--- config.mk ---
export PLATFORM = sky130hd
export DESIGN_NAME = mix_output_stage
export DESIGN_NICKNAME = d
export VERILOG_FILES = /design/src/rtl/mix_output_stage.sv
export SDC_FILE = /design/constraint.sdc
export NUM_CORES = 1
export LEC_CHECK = 0
export BUFFER_PORTS_ARGS = -buffer_cell sky130_fd_sc_hd__buf_2
export CAP_MARGIN = 0
export CELL_PAD_IN_SITES_DETAIL_PLACEMENT = 1
export CELL_PAD_IN_SITES_GLOBAL_PLACEMENT = 2
export CORE_ASPECT_RATIO = 0.7
export CORE_MARGIN = 3
export CORE_UTILIZATION = 41
export DETAILED_ROUTE_END_ITERATION = 8
export PLACE_DENSITY_LB_ADDON = 0.1
export SLEW_MARGIN = 15
export SYNTH_ARGS = -nofsm -noshare
export SYNTH_HDL_FRONTEND = slang
export SYNTH_SLANG_ARGS = --single-unit
--- constraint.sdc ---
create_clock -name clk -period 6.2 [get_ports clk]
set_input_delay 0.62 -clock clk [delete_from_list [all_inputs] [get_ports clk]]
set_output_delay 0.62 -clock clk [all_outputs]
set_load 0.01 [all_outputs]
--- src/rtl/mix_output_stage.sv ---
// Mixer-to-codec output stage.
// Samples the 10-bit mixer sum once per sample tick, re-centres it to signed
// PCM, applies a volume shift with saturation, buffers the result in a small
// FIFO and hands samples to the codec with a one-cycle write strobe.
module mix_output_stage #(
    parameter int SAMPLE_DIV = 1042,
    parameter int SHIFT_BASE = 18,
    parameter int FIFO_DEPTH = 4
) (
    input  logic        clk,
    input  logic        resetn,
    input  logic        enable,
    input  logic [31:0] mix_down,
    input  logic [2:0]  volume,
    input  logic        audio_out_allowed,
    output logic        write_audio_out,
    output logic [31:0] left_channel_audio_out,
    output logic [31:0] right_channel_audio_out,
    output logic [2:0]  fifo_level,
    output logic        overflow
);

    localparam int CNT_W  = (SAMPLE_DIV > 1) ? $clog2(SAMPLE_DIV) : 1;
    localparam int PTR_W  = (FIFO_DEPTH > 1) ? $clog2(FIFO_DEPTH) : 1;
    localparam int LVL_W  = $clog2(FIFO_DEPTH + 1);
    localparam int WIDE_W = 43;

    localparam logic [CNT_W-1:0] CNT_LAST = CNT_W'(SAMPLE_DIV - 1);
    localparam logic [LVL_W-1:0] LVL_FULL = LVL_W'(FIFO_DEPTH);
    localparam logic [10:0]      CENTRE   = 11'd510;

    typedef enum logic [1:0] {
        ST_IDLE  = 2'd0,
        ST_WRITE = 2'd1,
        ST_GAP   = 2'd2
    } state_t;

    // Widen, shift by base+volume, and clamp into signed 32-bit range.
    function automatic logic [31:0] scale_sat(input logic signed [10:0] c,
                                              input logic [2:0] vol);
        logic signed [WIDE_W-1:0] wide;
        logic [31:0]              res;
        wide = {{(WIDE_W-11){c[10]}}, c};
        wide = wide <<< (SHIFT_BASE + int'(vol));
        if (!wide[WIDE_W-1] && (|wide[WIDE_W-2:31])) begin
            res = 32'h7FFF_FFFF;
        end else if (wide[WIDE_W-1] && !(&wide[WIDE_W-2:31])) begin
            res = 32'h8000_0000;
        end else begin
            res = wide[31:0];
        end
        return res;
    endfunction

    // Upper mixer bits carry no audio information.
    logic unused_mix_hi_s;
    assign unused_mix_hi_s = ^mix_down[31:10];

    logic [CNT_W-1:0]        cnt_q, cnt_d;
    logic                    tick_s;
    logic signed [10:0]      c_q, c_d;
    logic                    s1_valid_q, s1_valid_d;
    logic [31:0]             s2_data_q, s2_data_d;
    logic                    s2_valid_q, s2_valid_d;

    logic [31:0]             mem_q [FIFO_DEPTH];
    logic [PTR_W-1:0]        wr_ptr_q, rd_ptr_q;
    logic [LVL_W-1:0]        level_q, level_d;
    logic                    overflow_q;
    logic                    full_s, pop_s, push_ok_s, drop_s;

    state_t                  state_q;
    logic                    write_q;
    logic [31:0]             left_q, right_q;

    // Tick counter and two-stage sample pipeline next-state logic.
    always_comb begin
        cnt_d      = cnt_q;
        c_d        = c_q;
        s2_data_d  = s2_data_q;
        tick_s     = enable && (cnt_q == CNT_LAST);
        if (!enable) begin
            cnt_d = '0;
        end else if (cnt_q == CNT_LAST) begin
            cnt_d = '0;
        end else begin
            cnt_d = cnt_q + CNT_W'(1);
        end
        if (tick_s) begin
            c_d = {1'b0, mix_down[9:0]} - CENTRE;
        end else begin
            c_d = c_q;
        end
        s1_valid_d = tick_s;
        if (s1_valid_q) begin
            s2_data_d = scale_sat(c_q, volume);
        end else begin
            s2_data_d = s2_data_q;
        end
        s2_valid_d = s1_valid_q;
    end

    // Registers for the tick counter and sample pipeline.
    always_ff @(posedge clk or negedge resetn) begin
        if (!resetn) begin
            cnt_q      <= '0;
            c_q        <= '0;
            s1_valid_q <= 1'b0;
            s2_data_q  <= '0;
            s2_valid_q <= 1'b0;
        end else begin
            cnt_q      <= cnt_d;
            c_q        <= c_d;
            s1_valid_q <= s1_valid_d;
            s2_data_q  <= s2_data_d;
            s2_valid_q <= s2_valid_d;
        end
    end

    // FIFO control: a pop frees a slot in the same cycle a push arrives.
    always_comb begin
        full_s    = (level_q == LVL_FULL);
        pop_s     = (state_q == ST_IDLE) && (level_q != '0) && audio_out_allowed;
        push_ok_s = s2_valid_q && (!full_s || pop_s);
        drop_s    = s2_valid_q && full_s && !pop_s;
        case ({push_ok_s, pop_s})
            2'b10:   level_d = level_q + LVL_W'(1);
            2'b01:   level_d = level_q - LVL_W'(1);
            default: level_d = level_q;
        endcase
    end

    // FIFO storage, circular pointers, level and sticky overflow flag.
    always_ff @(posedge clk or negedge resetn) begin
        if (!resetn) begin
            for (int i = 0; i < FIFO_DEPTH; i++) begin
                mem_q[i] <= '0;
            end
            wr_ptr_q   <= '0;
            rd_ptr_q   <= '0;
            level_q    <= '0;
            overflow_q <= 1'b0;
        end else begin
            if (push_ok_s) begin
                mem_q[wr_ptr_q] <= s2_data_q;
                wr_ptr_q        <= wr_ptr_q + PTR_W'(1);
            end
            if (pop_s) begin
                rd_ptr_q <= rd_ptr_q + PTR_W'(1);
            end
            level_q <= level_d;
            if (drop_s) begin
                overflow_q <= 1'b1;
            end
        end
    end

    // Codec handshake FSM: load head and pop in IDLE, strobe in WRITE, rest in GAP.
    always_ff @(posedge clk or negedge resetn) begin
        if (!resetn) begin
            state_q <= ST_IDLE;
            write_q <= 1'b0;
            left_q  <= '0;
            right_q <= '0;
        end else begin
            case (state_q)
                ST_IDLE: begin
                    if (pop_s) begin
                        left_q  <= mem_q[rd_ptr_q];
                        right_q <= mem_q[rd_ptr_q];
                        write_q <= 1'b1;
                        state_q <= ST_WRITE;
                    end else begin
                        write_q <= 1'b0;
                    end
                end
                ST_WRITE: begin
                    write_q <= 1'b0;
                    state_q <= ST_GAP;
                end
                ST_GAP: begin
                    write_q <= 1'b0;
                    state_q <= ST_IDLE;
                end
                default: begin
                    write_q <= 1'b0;
                    state_q <= ST_IDLE;
                end
            endcase
        end
    end

    assign write_audio_out         = write_q;
    assign left_channel_audio_out  = left_q;
    assign right_channel_audio_out = right_q;
    assign fifo_level              = 3'(level_q);
    assign overflow                = overflow_q;

endmodule

==> qor.csv, run 1 <==
metric,value,unit
outcome,"complete, no violations",
yosys_warnings,0,
postCtsHoldBufs,0,
clockRootBuffer,clkbuf_16,
drt_iter0_markers,257,
switching_share,27.8,%
layout.nets,653,
total_power,2280,uW
placed_cells,810,
postCtsSetupRepairBufs,0,
leakagePower,0.00395,uW
async_flop_share,100,%
gp_congestion,0.878,
cp-end-kind,flop,
worstPathArrival,3.47,ns
drt-total-wl,15.3,mm
synth_top_area_share,48.5,%
crit_fanout,21,
synth_area_leaders,"dfrtp_1, mux2_2, mux4_2",
post-route-drc-count,0,
p_per_area,289,mW/mm^2
final_layout_size_suffix_gt1_share,37.6,%
start_kind,flop,
rsz0062_at_grt,false,
die_w,163,microns
cts_inserted_buffers,17,
final_cell_mix,"dfrtp_1, buf_2, mux2_2, nand2_1, nor2_1",
cp.required,6.55,ns
worst_slew_pin_slew,0.996,ns
die-area,0.0189,sq mm
postSynthCellCount,572,
p_int,1650,uW
synthFlopType,dfrtp_1,
fin_skew,0.0112,ns
relSlewSlack,33.6,%
antenna_cells,0,
first_global_vias,4600,
instances_no_fill,842,
area_growth,11.6,%
setup_viol,0,
ir_drop,137,uV
grt_pass1_wl,25.1,mm
row_count,39,
start_util,42.6,%
clkPwrFrac,44.0,%
cts.sinks,137,
synth-seq-cells,137,
vias_per_cell,5.25,
fmax,320,MHz
ys_seq_area_share,48.5,%
clock_latency,0.42,ns
dp_hpwl,10.4,mm
period_share,50.4,%
wl_per_cell,18.2,microns
antenna_found_initial,0,
mostFrequentLayoutCell,dfrtp_1,
overflow,0,
core_area,0.0166,sq mm
hold_path.class,input pin to asynchronous set/reset pin,
avgSynthCellArea,12.4,sq um
cts_tree,done,
vias,4419,
hold_viol,0,
detail-route-antenna-nets,0,
grt_max_degree,77,
clockBufferDepth,2,
die_h,116,microns
gr-usage-all-layers,17.0,%
synth_top_cell_by_area,dfrtp_1,
maxSlewViolCount,0,
seqPwrFrac,43.7,%
io_buffers,85,
firstDrtPassIters,4,
netlist-cell-type-count,48,
synth.net_count,621,
path_class,flop to flop,
clkTransAtPathRegs,0.06,ns
ios,108,
combPwrFrac,12.3,%
post-route-min-period,3.12,ns
syn_area,0.00706,sq mm
cap_violations,0,
htreeDepth,4,
ctsResizeCount,0,
p_switching,632,uW
finalSetupTns,0,ns
synth_enable_flop_cells,0,
-- registers in the layout, indices dropped and copies added, names as in the netlist --
signal	cells
mem_q	68
left_channel_audio_out	17
s2_data_q	17
c_q	11
cnt_q	11
fifo_level	3
rd_ptr_q	2
state_q	2
wr_ptr_q	2
overflow	1
s1_valid_q	1
s2_valid_q	1
write_audio_out	1
-- metrics by stage --
stage	worst slack, ns	hold slack (ns)	cell area [sq um]	util [%]
6_report	3.08	0.168	7880	47.5
3_3_place_gp	2.67	0.469	7300	44.0
5_1_grt	2.72	0.199	7880	47.5
4_1_cts	3.03	0.185	7880	47.5
2_1_floorplan	3.53	0.324	7060	-
3_5_place_dp	2.64	0.474	7300	44.0
-- power groups by stage --
stage                     Clock (uW)  Combinational [uW]  Sequential (uW)
final                           1000                 280              996
after global routing            1070                 315             1010
after CTS                       1020                 291              996
after detailed placement           0                 290             1010
after global placement             0                 285             1010
after floorplan                    0                 221              972
-- path summary, 6_finish.rpt --
check / start / endpoint / slack (ns) / depth (start not counted)
max: fifo_level[0] / fifo_level[2] / 3.08 / 12
min: resetn / write_audio_out / 0.17 / 1
max reg2reg: fifo_level[0] / fifo_level[2] / 3.08 / 12
min reg2reg: overflow / overflow / 0.48 / 1
max in group asynchronous: resetn / mem_q[30] / 4.62 / 2
min in group clk: mix_down[0] / c_q[0] / 0.41 / 3
-- logic make-up (layout without fill, tap and decap cells) --
kind of cell / Yosys count / in the layout / share of synthesized area (%)
xor+xnor: 22 / 22 / 2.73
fa+ha+maj: 10 / 10 / 1.88
compound gates: 63 / 63 / 6.39
simple gates: 116 / 116 / 8.34
flops: 137 / 137 / 48.5
mux: 128 / 128 / 23.9
buf+inv: 96 / 141 / 8.27
-- critical path, cell delays in order, from the launching register on --
cell     delay [ns]
dfrtp_1        0.44
nor3_2         0.26
nor4b_2        0.08
buf_4          0.24
or4b_1         0.52
and2_1         0.36
inv_1          0.13
ha_1           0.18
inv_1          0.06
fa_1           0.37
xor2_1         0.15
nor2_1         0.11
xor2_1         0.14
-- layout make-up --
class | count | area, sq um
Fill cell | 1775 | 8710
Tap cell | 225 | 282
Inverter | 21 | 78.8
Clock buffer | 20 | 467
Sequential cell | 137 | 3430
Multi-Input combinational cell | 339 | 3060
Timing Repair Buffer | 88 | 454
Clock inverter | 12 | 116
-- cell usage after synthesis, types with 2 or more instances --
cell type	count
a21o_1	2
a21oi_1	7
a221oi_1	5
and3_1	4
and4_1	4
buf_2	2
buf_4	49
buf_6	5
clkbuf_1	19
dfrtp_1	137
ha_1	9
inv_1	21
mux2_1	15
mux2_2	78
mux2i_1	12
mux4_2	23
nand2_1	35
nand2_4	4
nand2b_1	4
nand3_1	17
nor2_1	29
nor2b_1	4
nor3_1	5
nor3_2	2
nor4b_1	4
o21ai_0	21
o221ai_1	5
o22a_1	6
o22ai_1	4
o2bb2ai_1	2
xnor2_1	8
xor2_1	14
-- layer usage --
metal	track usage (%)	vias up	routed length, microns
met3	4.00	18	566
met2	26.1	80	6850
met1	24.3	2252	7730
li1	-	2069	-
met4	5.30	0	181
met5	0	-	0
Power figures use the tool's default switching activity.
==> inputs of run 2 (changes only) <==
--- a/config.mk
+++ b/config.mk
@@ -11,7 +11,7 @@
 export CELL_PAD_IN_SITES_GLOBAL_PLACEMENT = 2
 export CORE_ASPECT_RATIO = 0.7
 export CORE_MARGIN = 3
-export CORE_UTILIZATION = 41
+export CORE_UTILIZATION = 35
 export DETAILED_ROUTE_END_ITERATION = 8
 export PLACE_DENSITY_LB_ADDON = 0.1
 export SLEW_MARGIN = 15
==> constraint.sdc (replaced) <==
create_clock -name clk -period 2.7 [get_ports clk]
set_input_delay 0.27 -clock clk [delete_from_list [all_inputs] [get_ports clk]]
set_output_delay 0.27 -clock clk [all_outputs]
set_load 0.01 [all_outputs]
==> run 2 against run 1 <==
- cell count grew 6.7%
- die area grew 16%
- highest routed layer is now met5
- register-to-register slack lost 2.9 ns
- largest cell class unchanged
- total power grew 140%
- worst setup slack lost 2.9 ns
- critical path depth shrank 1
- clock skew grew 0.00067 ns
- first-iteration DRC count shrank 22%
- critical path type unchanged
==> qor.csv, run 2 (synthesis results as in run 1) <==
metric,value,unit,change
outcome,"complete, no violations",,
relSlewSlack,57.0,%,+23 points
dp_hpwl,11.3,mm,+8.4%
core_area,0.0193,sq mm,+17%
fmax,390,MHz,+22%
p_per_area,667,mW/mm^2,+130%
mostFrequentLayoutCell,dfrtp_1,,
final_area,0.00814,sq mm,+3.2%
path_class,flop to flop,,
drt_iter0_markers,200,,-22%
p_int,4010,uW,+140%
start_kind,flop,,
top_register,mem_q,,
final_cell_mix,"dfrtp_1, buf_2, mux2_2, nand2_1, nor2_1",,
detail-route-antenna-nets,0,,unchanged
vias,4510,,+2.1%
cts_tree,done,,
combPwrFrac,15.1,%,+2.8 points
firstDrtPassIters,4,,unchanged
gr-usage-all-layers,15.2,%,-1.8 points
hold_path.class,input pin to flop,,
gp_congestion,0.830,,-5.5%
post-route-drc-count,0,,unchanged
die_w,176,microns,+7.9%
finalSetupTns,0,ns,unchanged
final_layout_size_suffix_gt1_share,39.4,%,+1.8 points
layout.nets,671,,+2.8%
critPathTopFamily,simple AND/OR/NAND/NOR gates,,
row_count,42,,+7.7%
cts.sinks,137,,unchanged
clkPwrFrac,43.8,%,-0.2 points
overflow,0,,unchanged
ios,108,,unchanged
wl_per_cell,17.8,microns,-2.0%
area_growth,15.2,%,
largest_reg_flops,68,,unchanged
fin_skew,0.0119,ns,+0.000669 ns
crit_buf_inv,2,,-1
cp-end-kind,flop,,
switching_share,26.2,%,-1.6 points
worst_slew_pin_slew,0.644,ns,-0.351 ns
maxSlewViolCount,0,,unchanged
clockRootBuffer,clkbuf_16,,
cts_inserted_buffers,17,,unchanged
drt-total-wl,16.0,mm,+4.5%
io_buffers,85,,unchanged
dpl_cell_area,0.00749,sq mm,+2.6%
p_switching,1420,uW,+120%
cp.required,3.04,ns,-3.51 ns
post-route-min-period,2.56,ns,-0.563 ns
leakagePower,0.00407,uW,+3.1%
antenna_found_initial,1,,+1
clkTransAtPathRegs,0.06,ns,about the same
cap_violations,0,,unchanged
vias_per_cell,5.02,,-4.3%
die-area,0.0220,sq mm,+16%
htreeDepth,4,,unchanged
slowest_stage,or4b_4,,
grt_max_degree,65,,-16%
period_share,94.8,%,+44 points
clockBufferDepth,2,,unchanged
crit_fanout,2,,-90%
antenna_cells,0,,unchanged
setup_viol,0,,unchanged
clock_latency,0.42,ns,about the same
worstPathArrival,2.90,ns,-0.57 ns
first_global_vias,4780,,+3.9%
worst_path_largest_cell_delay,0.49,ns,-0.03 ns
crit_chain,nor3_4 > nor4b_4 > or4b_4 > and2_4 > inv_1 > ha_2 > inv_1 > fa_1 > xor2_1 > nor2_1 > xor2_1,,
seqPwrFrac,41.1,%,-2.6 points
hold_viol,0,,unchanged
start_util,36.5,%,-6.0 points
die_h,125,microns,+7.8%
ir_drop,386,uV,+180%
grt_pass1_wl,26.3,mm,+4.9%
run 2: cell count changes in the layout (fill, tap and decap cells not counted), moves of 2 or more:
cell        previous run  this run
buf_4                  3        18
bufinv_16              1         3
buf_12                 0         2
clkinvlp_4             4         2
run 2: repair_timing:
item | 4_1_cts | 5_1_grt
hold endpoints to repair | 42 | 0
setup endpoints to repair | 0 | 1
setup buffers | 0 | 2
gates resized for setup | 0 | 5
hold buffers | 1 | 0
run 2: power groups by stage:
stage,logic [uW],registers (uW),clock network [uW]
detailed placement,809,2260,0
floorplan,507,2230,0
finish,822,2230,2380
global placement,791,2250,0
global route,904,2250,2570
CTS,809,2220,2450
run 2: layout make-up:
| cell class | instances | area, sq um |
|---|---|---|
| Clock buffer | 20 | 457 |
| Clock inverter | 11 | 146 |
| Fill cell | 2077 | 11200 |
| Inverter | 21 | 78.8 |
| Multi-Input combinational cell | 339 | 3080 |
| Sequential cell | 137 | 3430 |
| Tap cell | 264 | 330 |
| Timing Repair Buffer | 106 | 617 |
run 2: path summary, 6_finish.rpt:
path	start	to	slack (ns)	depth (start not counted)
worst max-delay path	fifo_level[2]	fifo_level[2]	0.14	11
worst min-delay path	mix_down[0]	c_q[0]	0.05	3
worst max register to register	fifo_level[2]	fifo_level[2]	0.14	11
worst min register to register	overflow	overflow	0.49	1
max in group asynchronous	resetn	s2_data_q[26]	1.57	3
min in group asynchronous	resetn	state_q[1]	0.34	2
run 2: through the flow:
stage	hold WS [ns]	worst slack, ns	cells	util, %	total power [uW]
floorplan	-0.0256	0.0436	572	-	2740
global placement	0.229	0.110	864	38.7	3040
detailed placement	0.228	0.0361	864	38.7	3070
CTS	0.0299	0.00695	896	41.9	5480
global route	0.0438	-0.00749	898	42.1	5720
finish	0.0461	0.139	898	42.1	5430
run 2: per-layer routing:
metal	vias up	global-route usage, %	wire length [microns]
met4	2	4.00	158
met1	2330	21.3	7850
met2	73	23.7	7430
li1	2090	-	-
met3	15	3.60	573
met5	-	0	13
run 2: worst min-delay path, stage by stage:
cell,delay (ns)
buf_2,0.08
nand2_1,0.04
nand2_1,0.04
==> inputs of run 3 (changes only) <==
--- a/config.mk
+++ b/config.mk
@@ -11,9 +11,10 @@
 export CELL_PAD_IN_SITES_GLOBAL_PLACEMENT = 2
 export CORE_ASPECT_RATIO = 0.7
 export CORE_MARGIN = 3
-export CORE_UTILIZATION = 35
+export CORE_UTILIZATION = 36
+export CTS_BUF_LIST = sky130_fd_sc_hd__clkbuf_4 sky130_fd_sc_hd__clkbuf_8
 export DETAILED_ROUTE_END_ITERATION = 8
-export PLACE_DENSITY_LB_ADDON = 0.1
+export PLACE_DENSITY_LB_ADDON = 0.25
 export SLEW_MARGIN = 15
 export SYNTH_ARGS = -nofsm -noshare
 export SYNTH_HDL_FRONTEND = slang
==> run 3 against run 2 <==
- count of clock-buffer cells in the layout decreased by 2
- non-clock buffer count decreased by 2
- cell count fell by 0.11%
- sequential share of layout area grew 1.2 points
- critical path type unchanged
- worst setup slack better by 0.016 ns
- critical path depth did not move
- highest routed layer is now met4
- clock skew is 0.0016 ns lower
- flip-flop and latch count stayed put
==> qor.csv, run 3 (synthesis results as in run 1) <==
metric,value,unit,change
outcome,"complete, no violations",,
dp_hpwl,11.3,mm,+0.52%
rsz0062_at_grt,false,,
hold_start,mix_down[0],,
cap_violations,0,,unchanged
gr-usage-all-layers,15.6,%,+0.40 points
die-area,0.0214,sq mm,-2.7%
vias,4491,,-0.42%
switching_share,28.5,%,+2.3 points
cts_tree,done,,
crit_buf_inv,2,,unchanged
area_growth,12.2,%,
cp.required,3.07,ns,+0.03 ns
path_class,flop to flop,,
instances_no_fill,897,,-0.11%
gp_congestion,0.884,,+6.5%
final_util,41.5,%,-0.55 points
htreeDepth,4,,unchanged
overflow,0,,unchanged
relSlewSlack,56.2,%,-0.83 points
worst_path_largest_cell_delay,0.49,ns,about the same
layout.nets,669,,-0.30%
combPwrFrac,17.0,%,+1.9 points
critPathTopFamily,simple AND/OR/NAND/NOR gates,,
cp-end-kind,flop,,
reg2reg_depth,11,,unchanged
r2r-start,fifo_level[2],,
vias_per_cell,5.01,,-0.31%
clock_latency,0.44,ns,+0.02 ns
p_per_area,607,mW/mm^2,-9.0%
setup_viol,0,,unchanged
worstHoldEndpoint,c_q[0],,
rrSetupSlack,0.16,ns,+0.02 ns
hold_viol,0,,unchanged
first_global_vias,4754,,-0.54%
start_kind,flop,,
core_area,0.0191,sq mm,-1.4%
clkTransAtPathRegs,0.08,ns,+0.02 ns
mostFrequentLayoutCell,dfrtp_1,,
finalSetupTns,0,ns,unchanged
seqPwrFrac,46.0,%,+4.9 points
fmax,393,MHz,+0.64%
die_w,173,microns,-1.4%
clockRootBuffer,clkbuf_8,,
cts_inserted_buffers,17,,unchanged
reg2reg_to,fifo_level[2],,
clockBufferDepth,2,,unchanged
drt_iter0_markers,141,,-30%
hold_depth,3,,unchanged
ir_drop,255,uV,-34%
ios,108,,unchanged
detail-route-antenna-nets,0,,unchanged
crit_chain,nor3_4 > nor4b_2 > or4b_4 > and2_4 > inv_1 > ha_2 > inv_1 > fa_2 > xor2_1 > nor2_1 > xor2_1,,
leakagePower,0.00397,uW,-2.5%
antenna_found_initial,0,,-1
p_switching,1370,uW,-3.6%
start_util,37.0,%,+0.50 points
top_register,mem_q,,
post-route-drc-count,0,,unchanged
placed_cells,862,,-0.23%
io_buffers,85,,unchanged
wl_per_cell,17.7,microns,-0.86%
p_int,3440,uW,-14%
fin_skew,0.0103,ns,-0.00162 ns
worstPathArrival,2.91,ns,about the same
worst_slew_pin_slew,0.657,ns,+0.0125 ns
hold_path.class,input pin to flop,,
drt-total-wl,15.9,mm,-0.97%
slowest_stage,or4b_4,,
post-route-min-period,2.54,ns,-0.0162 ns
grt_max_degree,60,,-7.7%
final_cell_mix,"dfrtp_1, buf_2, mux2_2, nand2_1, nor2_1",,
firstDrtPassIters,4,,unchanged
antenna_cells,0,,unchanged
total_power,4810,uW,-11%
clkPwrFrac,36.9,%,-6.9 points
largest_reg_flops,68,,unchanged
row_count,42,,unchanged
maxSlewViolCount,0,,unchanged
cts.sinks,137,,unchanged
crit_fanout,4,,+2
final_layout_size_suffix_gt1_share,39.8,%,+0.38 points
period_share,94.2,%,-0.60 points
grt_pass1_wl,26.3,mm,-0.29%
die_h,123,microns,-1.3%
==> run 3: worst max path at each step <==
stage	start	to	depth (start not counted)
after floorplan	fifo_level[0]	fifo_level[2]	12
after global placement	fifo_level[1]	fifo_level[2]	11
after detailed placement	fifo_level[1]	fifo_level[2]	11
after CTS	fifo_level[1]	fifo_level[2]	11
after global routing	fifo_level[2]	fifo_level[2]	11
final	fifo_level[2]	fifo_level[2]	11
==> run 3: what timing repair did <==
action,in CTS,in global routing
resized for setup,0,6
buffers inserted,0,2
endpoints found under the setup margin,0,1
hold endpoints to repair,57,0
hold buffers,1,0
==> run 3: worst reg2reg max path, delay by kind of cell, from the launching register on <==
kind | cells | cell delay, ns
buffers and inverters | 2 | 0.10
flip-flops | 1 | 0.44
adder cells (fa/ha/maj) | 2 | 0.51
XOR/XNOR | 2 | 0.30
AND/OR/NAND/NOR | 5 | 1.12
==> run 3: power groups by stage <==
| stage | Sequential [uW] | Clock [uW] | Combinational (uW) |
|---|---|---|---|
| 2_1_floorplan | 2230 | 0 | 507 |
| 3_3_place_gp | 2250 | 0 | 767 |
| 3_5_place_dp | 2250 | 0 | 802 |
| 4_1_cts | 2210 | 1840 | 801 |
| 5_1_grt | 2230 | 1940 | 911 |
| 6_report | 2210 | 1780 | 819 |
==> run 3: layout make-up <==
cell class / instances / area [sq um]
fillers: 2044 / 11200
flip-flops and latches: 137 / 3430
multi-input cells: 339 / 3080
repair buffers: 104 / 589
well taps: 264 / 330
clock buffers: 18 / 248
clock inverters: 14 / 171
inverters: 21 / 78.8
==> run 3: metal layers <==
| metal | vias to the layer above | part of all wire [%] | track usage [%] |
|---|---|---|---|
| met5 | - | 0 | 0 |
| met4 | 0 | 0.93 | 3.49 |
| met3 | 15 | 4.0 | 4.14 |
| met2 | 86 | 46 | 25.0 |
| met1 | 2300 | 49 | 21.5 |
| li1 | 2090 | - | - |
==> run 3: through the flow <==
step | hold slack, ns | area (sq um) | worst slack, ns
3_3_place_gp | 0.280 | 7460 | 0.114
2_1_floorplan | -0.0256 | 7060 | 0.0436
5_1_grt | 0.0298 | 7920 | 0.00570
3_5_place_dp | 0.285 | 7460 | 0.0509
4_1_cts | 0.00551 | 7890 | 0.00772
6_report | 0.0370 | 7920 | 0.155
